<file path="src/rtl/lfsr_floor_req_gen.sv">
// XNOR-feedback LFSR built from single-bit stages; issues pseudo-random floor-call requests
// over a valid/ready handshake. Define LFSR_SEED_EN to add the seed_load/seed ports.

module lfsr_stage (
  input  logic clk,
  input  logic reset,
  input  logic en,
  input  logic d,
  output logic q
);

  always_ff @(posedge clk) begin
    if (reset) begin
      q <= 1'b0;
    end else if (en) begin
      q <= d;
    end
  end

endmodule

module lfsr_floor_req_gen #(
  parameter int WIDTH      = 10,
  parameter int NUM_FLOORS = 4,
  parameter int FLOOR_W    = 2
) (
  input  logic               clk,
  input  logic               reset,
  input  logic               enable,
  input  logic               req_ready,
`ifdef LFSR_SEED_EN
  input  logic               seed_load,
  input  logic [WIDTH-1:0]   seed,
`endif
  output logic               req_valid,
  output logic [FLOOR_W-1:0] req_floor,
  output logic [WIDTH-1:0]   lfsr_out
);

  localparam logic [1:0] ST_IDLE  = 2'd0;
  localparam logic [1:0] ST_WAIT  = 2'd1;
  localparam logic [1:0] ST_OFFER = 2'd2;

  // Bit n-1 set for each tap n; an XNOR LFSR locks up only in the all-ones state.
  function automatic logic [11:0] tap_mask(input int w);
    case (w)
      4:       return 12'h00C;
      5:       return 12'h014;
      6:       return 12'h030;
      7:       return 12'h060;
      8:       return 12'h0B8;
      9:       return 12'h110;
      10:      return 12'h240;
      11:      return 12'h500;
      12:      return 12'h829;
      default: return 12'h000;
    endcase
  endfunction

  localparam logic [11:0]        TAP_ALL  = tap_mask(WIDTH);
  localparam logic [WIDTH-1:0]   TAP_MASK = TAP_ALL[WIDTH-1:0];
  localparam logic [FLOOR_W:0]   NF       = (FLOOR_W + 1)'(NUM_FLOORS);

  if (WIDTH < 4 || WIDTH > 12) begin : g_bad_width
    $error("lfsr_floor_req_gen: WIDTH must be in 4..12");
  end
  if (NUM_FLOORS < 2 || NUM_FLOORS > (1 << FLOOR_W) ||
      NUM_FLOORS <= (1 << (FLOOR_W - 1))) begin : g_bad_floors
    $error("lfsr_floor_req_gen: NUM_FLOORS does not fit FLOOR_W");
  end

  logic [WIDTH-1:0]     lfsr;
  logic [WIDTH-1:0]     shifted;
  logic [WIDTH-1:0]     lfsr_next;
  logic                 fb;
  logic                 stage_en;
  logic [FLOOR_W+3:0]   lfsr_lo;
  logic [FLOOR_W-1:0]   cand;
  logic [FLOOR_W-1:0]   last_floor;
  logic                 last_valid;
  logic [3:0]           gap;
  logic [1:0]           state;

  always_comb begin
    fb      = ~^(lfsr & TAP_MASK);
    shifted = {lfsr[WIDTH-2:0], fb};
  end

`ifdef LFSR_SEED_EN
  // A load takes the place of the shift; an all-ones seed would lock up, so it becomes zero.
  always_comb begin
    stage_en  = enable | seed_load;
    lfsr_next = shifted;
    if (seed_load) begin
      lfsr_next = (&seed) ? '0 : seed;
    end
  end
`else
  always_comb begin
    stage_en  = enable;
    lfsr_next = shifted;
  end
`endif

  for (genvar i = 0; i < WIDTH; i++) begin : g_stage
    lfsr_stage u_stage (
      .clk   (clk),
      .reset (reset),
      .en    (stage_en),
      .d     (lfsr_next[i]),
      .q     (lfsr[i])
    );
  end

  // Narrow LFSRs read the missing floor bits as zero so small widths still elaborate.
  always_comb begin
    lfsr_lo = (FLOOR_W + 4)'(lfsr);
    if ({1'b0, lfsr_lo[FLOOR_W+3:4]} >= NF) begin
      cand = FLOOR_W'({1'b0, lfsr_lo[FLOOR_W+3:4]} - NF);
    end else begin
      cand = lfsr_lo[FLOOR_W+3:4];
    end
  end

  always_ff @(posedge clk) begin
    if (reset) begin
      state      <= ST_IDLE;
      gap        <= '0;
      req_valid  <= 1'b0;
      req_floor  <= '0;
      last_floor <= '0;
      last_valid <= 1'b0;
    end else begin
      case (state)
        ST_IDLE: begin
          if (enable) begin
            gap   <= lfsr_lo[3:0];
            state <= ST_WAIT;
          end
        end
        ST_WAIT: begin
          if (!enable) begin
            state <= ST_IDLE;
          end else if (gap != '0) begin
            gap <= gap - 4'd1;
          end else if (!(last_valid && cand == last_floor)) begin
            req_floor <= cand;
            req_valid <= 1'b1;
            state     <= ST_OFFER;
          end
        end
        ST_OFFER: begin
          if (req_valid && req_ready) begin
            req_valid  <= 1'b0;
            last_floor <= req_floor;
            last_valid <= 1'b1;
            state      <= ST_IDLE;
          end
        end
        default: state <= ST_IDLE;
      endcase
    end
  end

  assign lfsr_out = lfsr;

endmodule

</file>
<file path="config.mk">
export PLATFORM = sky130hd
export DESIGN_NAME = lfsr_floor_req_gen
export DESIGN_NICKNAME = d
export VERILOG_FILES = /design/src/rtl/lfsr_floor_req_gen.sv
export SDC_FILE = /design/constraint.sdc
export NUM_CORES = 1
export LEC_CHECK = 0
export BUFFER_PORTS_ARGS = -buffer_cell sky130_fd_sc_hd__buf_2
export CORE_UTILIZATION = 25
export DETAILED_ROUTE_END_ITERATION = 16
export GPL_ROUTABILITY_DRIVEN = 0
export PLACE_DENSITY = 0.39
export SYNTH_ARGS = -nofsm -noshare
export SYNTH_HDL_FRONTEND = slang
export SYNTH_SLANG_ARGS = --single-unit
</file>
<file path="constraint.sdc">
create_clock -name clk -period 2 [get_ports clk]
set_clock_uncertainty 0.05 [all_clocks]
set_input_delay 0.4 -clock clk [delete_from_list [all_inputs] [get_ports clk]]
set_output_delay 0.4 -clock clk [all_outputs]
set_load 0.1 [all_outputs]
</file>
# Word level (Yosys, flattened, before mapping)
# Cells that the tools add are included.
# totals
reg_bits,22
inputBits,4
out_inout_bits,13
word_cells,57
# classes
addsub,1
eq_ne,11
n_mux,15
n_bitwise,2
reduce_logical,12
# op_table
cell,count
$mux 4,3
$ne 2x2->1 const B,6
$reduce_and 4->1,3
$mux 2,5
$reduce_xnor 10->1,1
$pmux 4 s2,1
$ne 3x3->1 const B,2
$pmux 2 s3,1
$reduce_and 5->1,1
$mux 1,4
$reduce_bool 2->1,2
$reduce_bool 4->1,1
$sub 4x1->4 const B,1
$eq 2x1->1 const B,1
$eq 2x2->1,1
$eq 2x2->1 const B,1
$logic_and 1x1->1,2
$logic_not 2->1,1
$not 1->1,2
$pmux 1 s2,1
$reduce_and 2->1,1

# Depth between registers and ports, before layout
# Gate-level depths: netlist of the first run.
# logic_depth
depth_word,6
depth_mapped,6
ltp_nobuf,6

# Cells and area by module
# From an unflattened synthesis of the first run, not the netlist that was laid out.
# unflattened
cells_unflattened,94
area_unflattened_um2,918.4
# by_module_without_submodules
module,instances,cells_per_inst,area_each_um2,seq_area_each_um2
lfsr_floor_req_gen,1,64,580.6,240.2
lfsr_stage,10,3,33.8,20.0

# Least setup slack after synthesis of the first run
# OpenSTA, ideal clock, no wires.
# synth_path
path_kind,register to register
startpoint,register req_valid
endpoint,register last_floor[1]
setup_ps,128
arrival_ps,1844
required_ps,1822
slack_ps,-21
path_stages_with_launch,5
n_path_buf,0
period_less_slack_ps,2021
cell_sequence,dfxtp_1 -> nand2_1 -> nor3b_1 -> mux2i_1 -> nor2_1
# synth_between
elab_chain_len,2
# synth_lines
item,line_no,text
"start, declared",35,"output logic req_valid,"
"start signal, assigned",129,req_valid <= 1'b0;
"start signal, assigned",148,req_valid <= 1'b1;
"start signal, assigned",154,req_valid <= 1'b0;
$logic_and 1x1->1,153,if (req_valid && req_ready) begin
$reduce_and 2->1 (no line),-,
"end signal, assigned",155,last_floor <= req_floor;
"end, declared",79,logic [FLOOR_W-1:0] last_floor;
# Every way passes these cells.
# A chain may end at the register's enable or synchronous reset.

# Worst setup path in the final report of the first run
# layout_path
startpoint,register gap[0]
endpoint,register gap[0]
# layout_between
elab_chain_len,4
word_cells_on_any_way,7
classes_between,add/sub: 1; eq/ne: 1; mux: 3; reduce/logical: 2
# layout_lines
item,line_no,text
"start, declared",81,logic [3:0] gap;
"start signal, assigned",137,gap <= lfsr_lo[3:0];
"start signal, assigned",145,gap <= gap - 4'd1;
$sub 4x1->4,145,
$mux 4,144,end else if (gap != '0) begin
$mux 4,142,if (!enable) begin
$pmux 4 s2,134,case (state)
# Parallel ways exist; a longest one is shown, timed or not. The select of a mux whose other input is x is not followed.

==> results of run 1 <==
## sequential cells by signal, summed over array words and instances (netlist names)
| name | cells |
|---|---|
| g_stage.u_stage.q | 10 |
| gap | 4 |
| last_floor | 2 |
| last_valid | 1 |
| req_floor | 2 |
| req_valid | 1 |
| state | 2 |
## cells by family after synthesis
family / after synthesis / share of synthesized area [%]
xor gates and xnor gates: 3 / 2.66
adders and majority gates: 1 / 1.27
buffers and inverters: 16 / 10.0
DFF: 22 / 44.6
AOI/OAI and AO/OA: 11 / 7.59
muxes: 16 / 16.3
and+or+nand+nor: 37 / 17.6
## cells in the final DEF, fill, tap and decap left out, types with 2 or more instances in the layout
master    netlist  layout
xnor2_1         3       3
buf_4          10       2
nand2b_1        3       3
a31oi_1         2       2
nor3_1          2       2
o211ai_1        2       2
nand3_1         2       2
clkbuf_8        0       3
nand2_1         4       4
buf_2           1      16
dfxtp_1        22      21
a21oi_1         4       4
inv_1           3       3
mux2i_1        15      15
nor2_1         20      20
nor2b_1         3       3
## through the flow
stage / instance area (um^2) / setup slack [ns] / util (%) / power [mW] / hold slack (ns)
final: 1100 / 0.272 / 29.6 / 0.847 / 0.445
after global routing: 1100 / 0.146 / 29.6 / 0.896 / 0.473
after CTS: 1100 / 0.277 / 29.6 / 0.864 / 0.447
after detailed placement: 1060 / 0.280 / 28.5 / 0.592 / 0.436
after global placement: 1060 / 0.292 / 28.5 / 0.592 / 0.439
after floorplan: 990 / 0.309 / - / 0.573 / 0.398
## critical path: cells and delay by family (launching register included)
family          cells  cell delay, ns
simple gates        2            0.56
flops               1            0.39
mux                 1            0.24
fa+ha+maj           1            0.22
compound gates      1            0.09
buf+inv             1            0.06
## cell type report
class / instances / area, um^2
well taps: 48 / 60.1
fillers: 403 / 2620
clock buffers: 3 / 41.3
flip-flops and latches: 22 / 442
multi-input cells: 68 / 449
inverters: 3 / 11.3
repair buffers: 18 / 95.1
## where the power goes
group	internal (mW)	switching (mW)	leakage, nW
registers	0.451	0.0133	0.179
clock network	0.134	0.133	0.0216
logic	0.0380	0.0782	0.256
total	0.623	0.224	0.457
## layer usage
layer	vias up	global-route usage (%)	wire length [um]
li1	366	-	-
met2	13	15.2	827
met4	0	4.17	37
met5	-	0	0
met3	5	2.11	83
met1	327	12.1	867
## path summary, 6_finish.rpt
kind | to | slack, ns | cells after the start
worst max-delay path | gap[0] | 0.27 | 6
worst min-delay path | gap[3] | 0.44 | 2
worst max register to register | gap[0] | 0.27 | 6
worst min register to register | gap[3] | 0.44 | 2
==> summary.txt, run 1 <==
Status
  – Status: finished clean

Synth
  – Top post-synthesis cells by count: 22 x dfxtp_1, 20 x nor2_1, 15 x mux2i_1
  – Syn Nets: 111
  – Synth area leaders: dfxtp_1 45%, mux2i_1 15%, buf_4 7.6%
  – Count leader, synth: dfxtp_1
  – Flops & latches, synth: 22
  – Post-synth ARST share: 0%
  – Post-Synthesis Cells: 106
  – Top cell type's share of synthesized area: 44.6%
  – Dominant synthesized flop cell: dfxtp_1
  – Synth area leader: dfxtp_1
  – Avg Inst Size Synth: 9.32 um^2
  – Synthesized area: 988 um^2
  – Number of flops mapped to enable cells by yosys: 0
  – Post-synth cell types: 24
  – Yosys warnings: 0
  – Sequential share of the synthesized area: 44.6%

Die
  – Core area: 3720 um^2
  – Top Ports: 17
  – Die X: 64.9 um
  – Starting Density: 26.6%
  – DIE AREA: 4210 um^2
  – DIE HEIGHT: 64.9 um
  – Core Rows: 22

Setup path
  – Arr. time, crit path: 1.81 ns
  – Crit-path max FO: 6
  – RR Startpoint: gap[0]
  – Slowest CP cell: nor2b_1
  – Crit path capture type: flop
  – Crit path from: gap[0]
  – CP peak stage delay: 0.40 ns
  – Worst-path cell chain: inv_1, ha_1, nand4bb_1, nor2b_1, mux2i_1, a21oi_1
  – Critical Path RT: 2.08 ns
  – Crit Path Class: reg2reg
  – Critical path launch point type: flop

Hold path
  – Hold WC Path Type: reg2reg
  – Hold Path Origin: gap[3]

Timing
  – Final hold violation count: 0
  – Slew @ Worst Pin: 0.486 ns
  – Final setup violation count: 0
  – Fmax: 0.579 GHz
  – Slew margin rel.: 67.8%
  – RSZ-0062 raised after global routing: no
  – Setup TNS: 0 ns
  – Crit share post-route: 86.4%
  – Min Tclk post-route: 1.73 ns
  – Slew Limit Fails: 0

Clocking
  – Clk buf depth: 2
  – Total CTS buffers: 3
  – CTS Root Cell: clkbuf_8
  – # resized after CTS: 0
  – CTS tree: yes
  – Post-CTS Setup Bufs: 0
  – Hold-fix buffers, CTS: 0
  – Worst-path clk slew: 0.07 ns
  – H-tree levels: 1
  – Sink Count: 22
  – Skew-Pair Late Insertion Delay: 0.26 ns

Detailed routing
  – Starting DRT DRC Count: 23
  – Final wirelength: 1.82 mm
  – WL per Instance: 11.2 um
  – Post-route DRC: 0
  – Routed via count: 711
  – Via density: 4.39
  – Drt pass-1 iters: 4
  – Post-route antenna net violation count: 0

Pwr
  – Leakage: 0.457 nW
  – Power Density: 771 nW/um^2
  – Worst VDD drop: 0.000212 V

Placement
  – Port bufs: 16
  – Dpl cells: 159
  – Post-DP HPWL: 1.30 mm

Global route
  – Initial antenna violation count: 0
  – Vias in the first global route: 636
  – First-pass GRT wire length: 3.05 mm
  – Tot GR Track Use: 9.51%
  – GRT overflow: 0
  – Largest net degree at the start of global routing: 23

Layout
  – Non-filler cells, final: 162
  – Share of layout cells above drive strength 1: 21.1%
  – Area Growth Syn to Fin: 11.1%
  – Inserted Diodes: 0
  – Final #Nets: 121

Flow run
  – MaxCap Viol Count: 0
No activity file was read; power rests on OpenSTA's default activity.
==> run 2, diff against run 1 <==
--- a/config.mk
+++ b/config.mk
@@ -6,10 +6,13 @@
 export NUM_CORES = 1
 export LEC_CHECK = 0
 export BUFFER_PORTS_ARGS = -buffer_cell sky130_fd_sc_hd__buf_2
+export CAP_MARGIN = 20
 export CORE_UTILIZATION = 25
 export DETAILED_ROUTE_END_ITERATION = 16
 export GPL_ROUTABILITY_DRIVEN = 0
 export PLACE_DENSITY = 0.39
+export REMOVE_ABC_BUFFERS = 1
+export SLEW_MARGIN = 10
 export SYNTH_ARGS = -nofsm -noshare
 export SYNTH_HDL_FRONTEND = slang
 export SYNTH_SLANG_ARGS = --single-unit
==> run 2 against run 1 <==
Compared with the run above: critical path depth did not move; register-to-register slack improved by 0.02 ns; flip-flop and latch count unchanged; worst hold slack gained 0.0012 ns; combinational power barely moved; power shrank 0.29%; non-clock buffer count unchanged; global-route usage increased by 0.17 points; clock power about the same.
==> summary.txt, run 2 (synthesis gave the netlist of run 1 again) <==
Status
  – Status: finished clean

Layout
  – Inserted Diodes: 0
  – Non-filler cells, final: 162
  – Max FFs per register: 10
  – Fillers: 424
  – Largest registers: g_stage.u_stage.q: 10 flops, gap: 4 flops
  – Final #Nets: 121
  – FF/Latch Area: 440 um^2
  – Commonest non-fill, non-tap cell in the layout: dfxtp_1
  – Area Growth Syn to Fin: 11.0%
  – Most frequent cells in the layout: 22 x dfxtp_1, 20 x nor2_1, 16 x buf_2, 15 x mux2i_1
  – Share of layout cells above drive strength 1: 20.2%
  – Final core occ: 29.5%
  – Most flop-heavy register: g_stage.u_stage.q
  – Multi-input gate area: 449 um^2

Detailed routing
  – Post-route antenna net violation count: 0
  – Starting DRT DRC Count: 16
  – Drt pass-1 iters: 4
  – Final wirelength: 1.83 mm
  – WL per Instance: 11.3 um
  – Via density: 4.31
  – Met3 wire len: 74 um
  – Routed via count: 699
  – Post-route DRC: 0
  – Wl on met1: 956 um
  – Met2 WL post-DR: 789 um
  – Max Used Layer: met4

Global route
  – GRT overflow: 0
  – Initial antenna violation count: 0
  – Largest net degree at the start of global routing: 23
  – First-pass GRT wire length: 3.14 mm
  – Tot GR Track Use: 9.68%
  – Vias in the first global route: 671

Clocking
  – Hold-fix buffers, CTS: 0
  – Worst-path clk slew: 0.07 ns
  – CTS Root Cell: clkbuf_8
  – CTS tree: yes
  – Sink Count: 22
  – H-tree levels: 1
  – Skew-Pair Late Insertion Delay: 0.25 ns
  – Total CTS buffers: 3
  – Clk buf depth: 2
  – # resized after CTS: 0
  – Post-CTS Setup Bufs: 0

Die
  – DIE AREA: 4210 um^2
  – Core area: 3720 um^2
  – Top Ports: 17
  – Die X: 64.9 um
  – Starting Density: 26.6%
  – Core Rows: 22
  – DIE HEIGHT: 64.9 um

Setup path
  – Critical Path RT: 2.08 ns
  – Crit Path Class: reg2reg
  – Worst-path cell chain: inv_1, ha_1, nand4bb_1, nor2b_1, mux2i_1, a21oi_1
  – Crit-path max FO: 6
  – Crit path capture type: flop
  – CP Depth: 6
  – Slowest CP cell: nor2b_1
  – CP peak stage delay: 0.42 ns
  – Crit-path leading delay family: simple AND/OR/NAND/NOR gates
  – Critical path launch point type: flop
  – Buf/Inv on CP: 1
  – R2R Setup Slk: 0.29 ns
  – Arr. time, crit path: 1.79 ns
  – R2R cell count: 6

Timing
  – Fmax: 0.584 GHz
  – Slew Limit Fails: 0
  – RSZ-0062 raised after global routing: no
  – Final setup violation count: 0
  – Min Tclk post-route: 1.71 ns
  – Crit share post-route: 85.5%
  – Final hold violation count: 0
  – Slew margin rel.: 67.4%
  – Slew @ Worst Pin: 0.492 ns

Flow run
  – MaxCap Viol Count: 0

Pwr
  – Power Density: 770 nW/um^2
  – Worst VDD drop: 0.000229 V
  – Leakage: 0.456 nW

Placement
  – Dpl cells: 159
  – Port bufs: 16
  – Post-DP HPWL: 1.33 mm

Hold path
  – Worst hold path depth: 2
  – Hold WC Path Type: reg2reg
-- run 2: cell types whose count changed in the layout (fill, tap and decap cells not counted) --
cell,previous run,this run
dfxtp_2,1,0
dfxtp_1,21,22
-- run 2: layout make-up --
| class | count | area share (%) |
|---|---|---|
| Clock buffer | 3 | 3.76 |
| Inverter | 3 | 1.03 |
| Multi-Input combinational cell | 68 | 40.9 |
| Sequential cell | 22 | 40.1 |
| Tap cell | 48 | 5.47 |
| Timing Repair Buffer | 18 | 8.67 |
-- run 2: path summary, 6_finish.rpt --
kind,start,end
setup / recovery,gap[0],gap[0]
hold / removal,gap[3],gap[3]
setup reg to reg,gap[0],gap[0]
hold reg to reg,gap[3],gap[3]
-- run 2: per-layer routing --
metal | up-vias | GRT usage, %
li1 | 368 | -
met1 | 316 | 13.0
met2 | 13 | 14.3
met3 | 2 | 2.11
met4 | 0 | 5.00
met5 | - | 0
-- run 2: power breakdown --
group | switching [mW] | internal [mW]
clock network | 0.130 | 0.134
registers | 0.0131 | 0.451
logic | 0.0779 | 0.0384
-- run 2: worst min-delay path: stages (launching register included) --
cell and delay [ns]:
dfxtp_1 0.34, nand2_1 0.06, a21oi_1 0.05
-- run 2: stage by stage --
step	hold WS, ns	setup slack (ns)	setup TNS [ns]	instance area [um^2]	power (mW)
finish	0.446	0.289	0	1100	0.845
global route	0.484	0.169	0	1100	0.892
CTS	0.443	0.273	0	1100	0.863
detailed placement	0.442	0.282	0	1060	0.592
global placement	0.438	0.308	0	1060	0.592
floorplan	0.392	-0.0556	-0.135	901	0.558
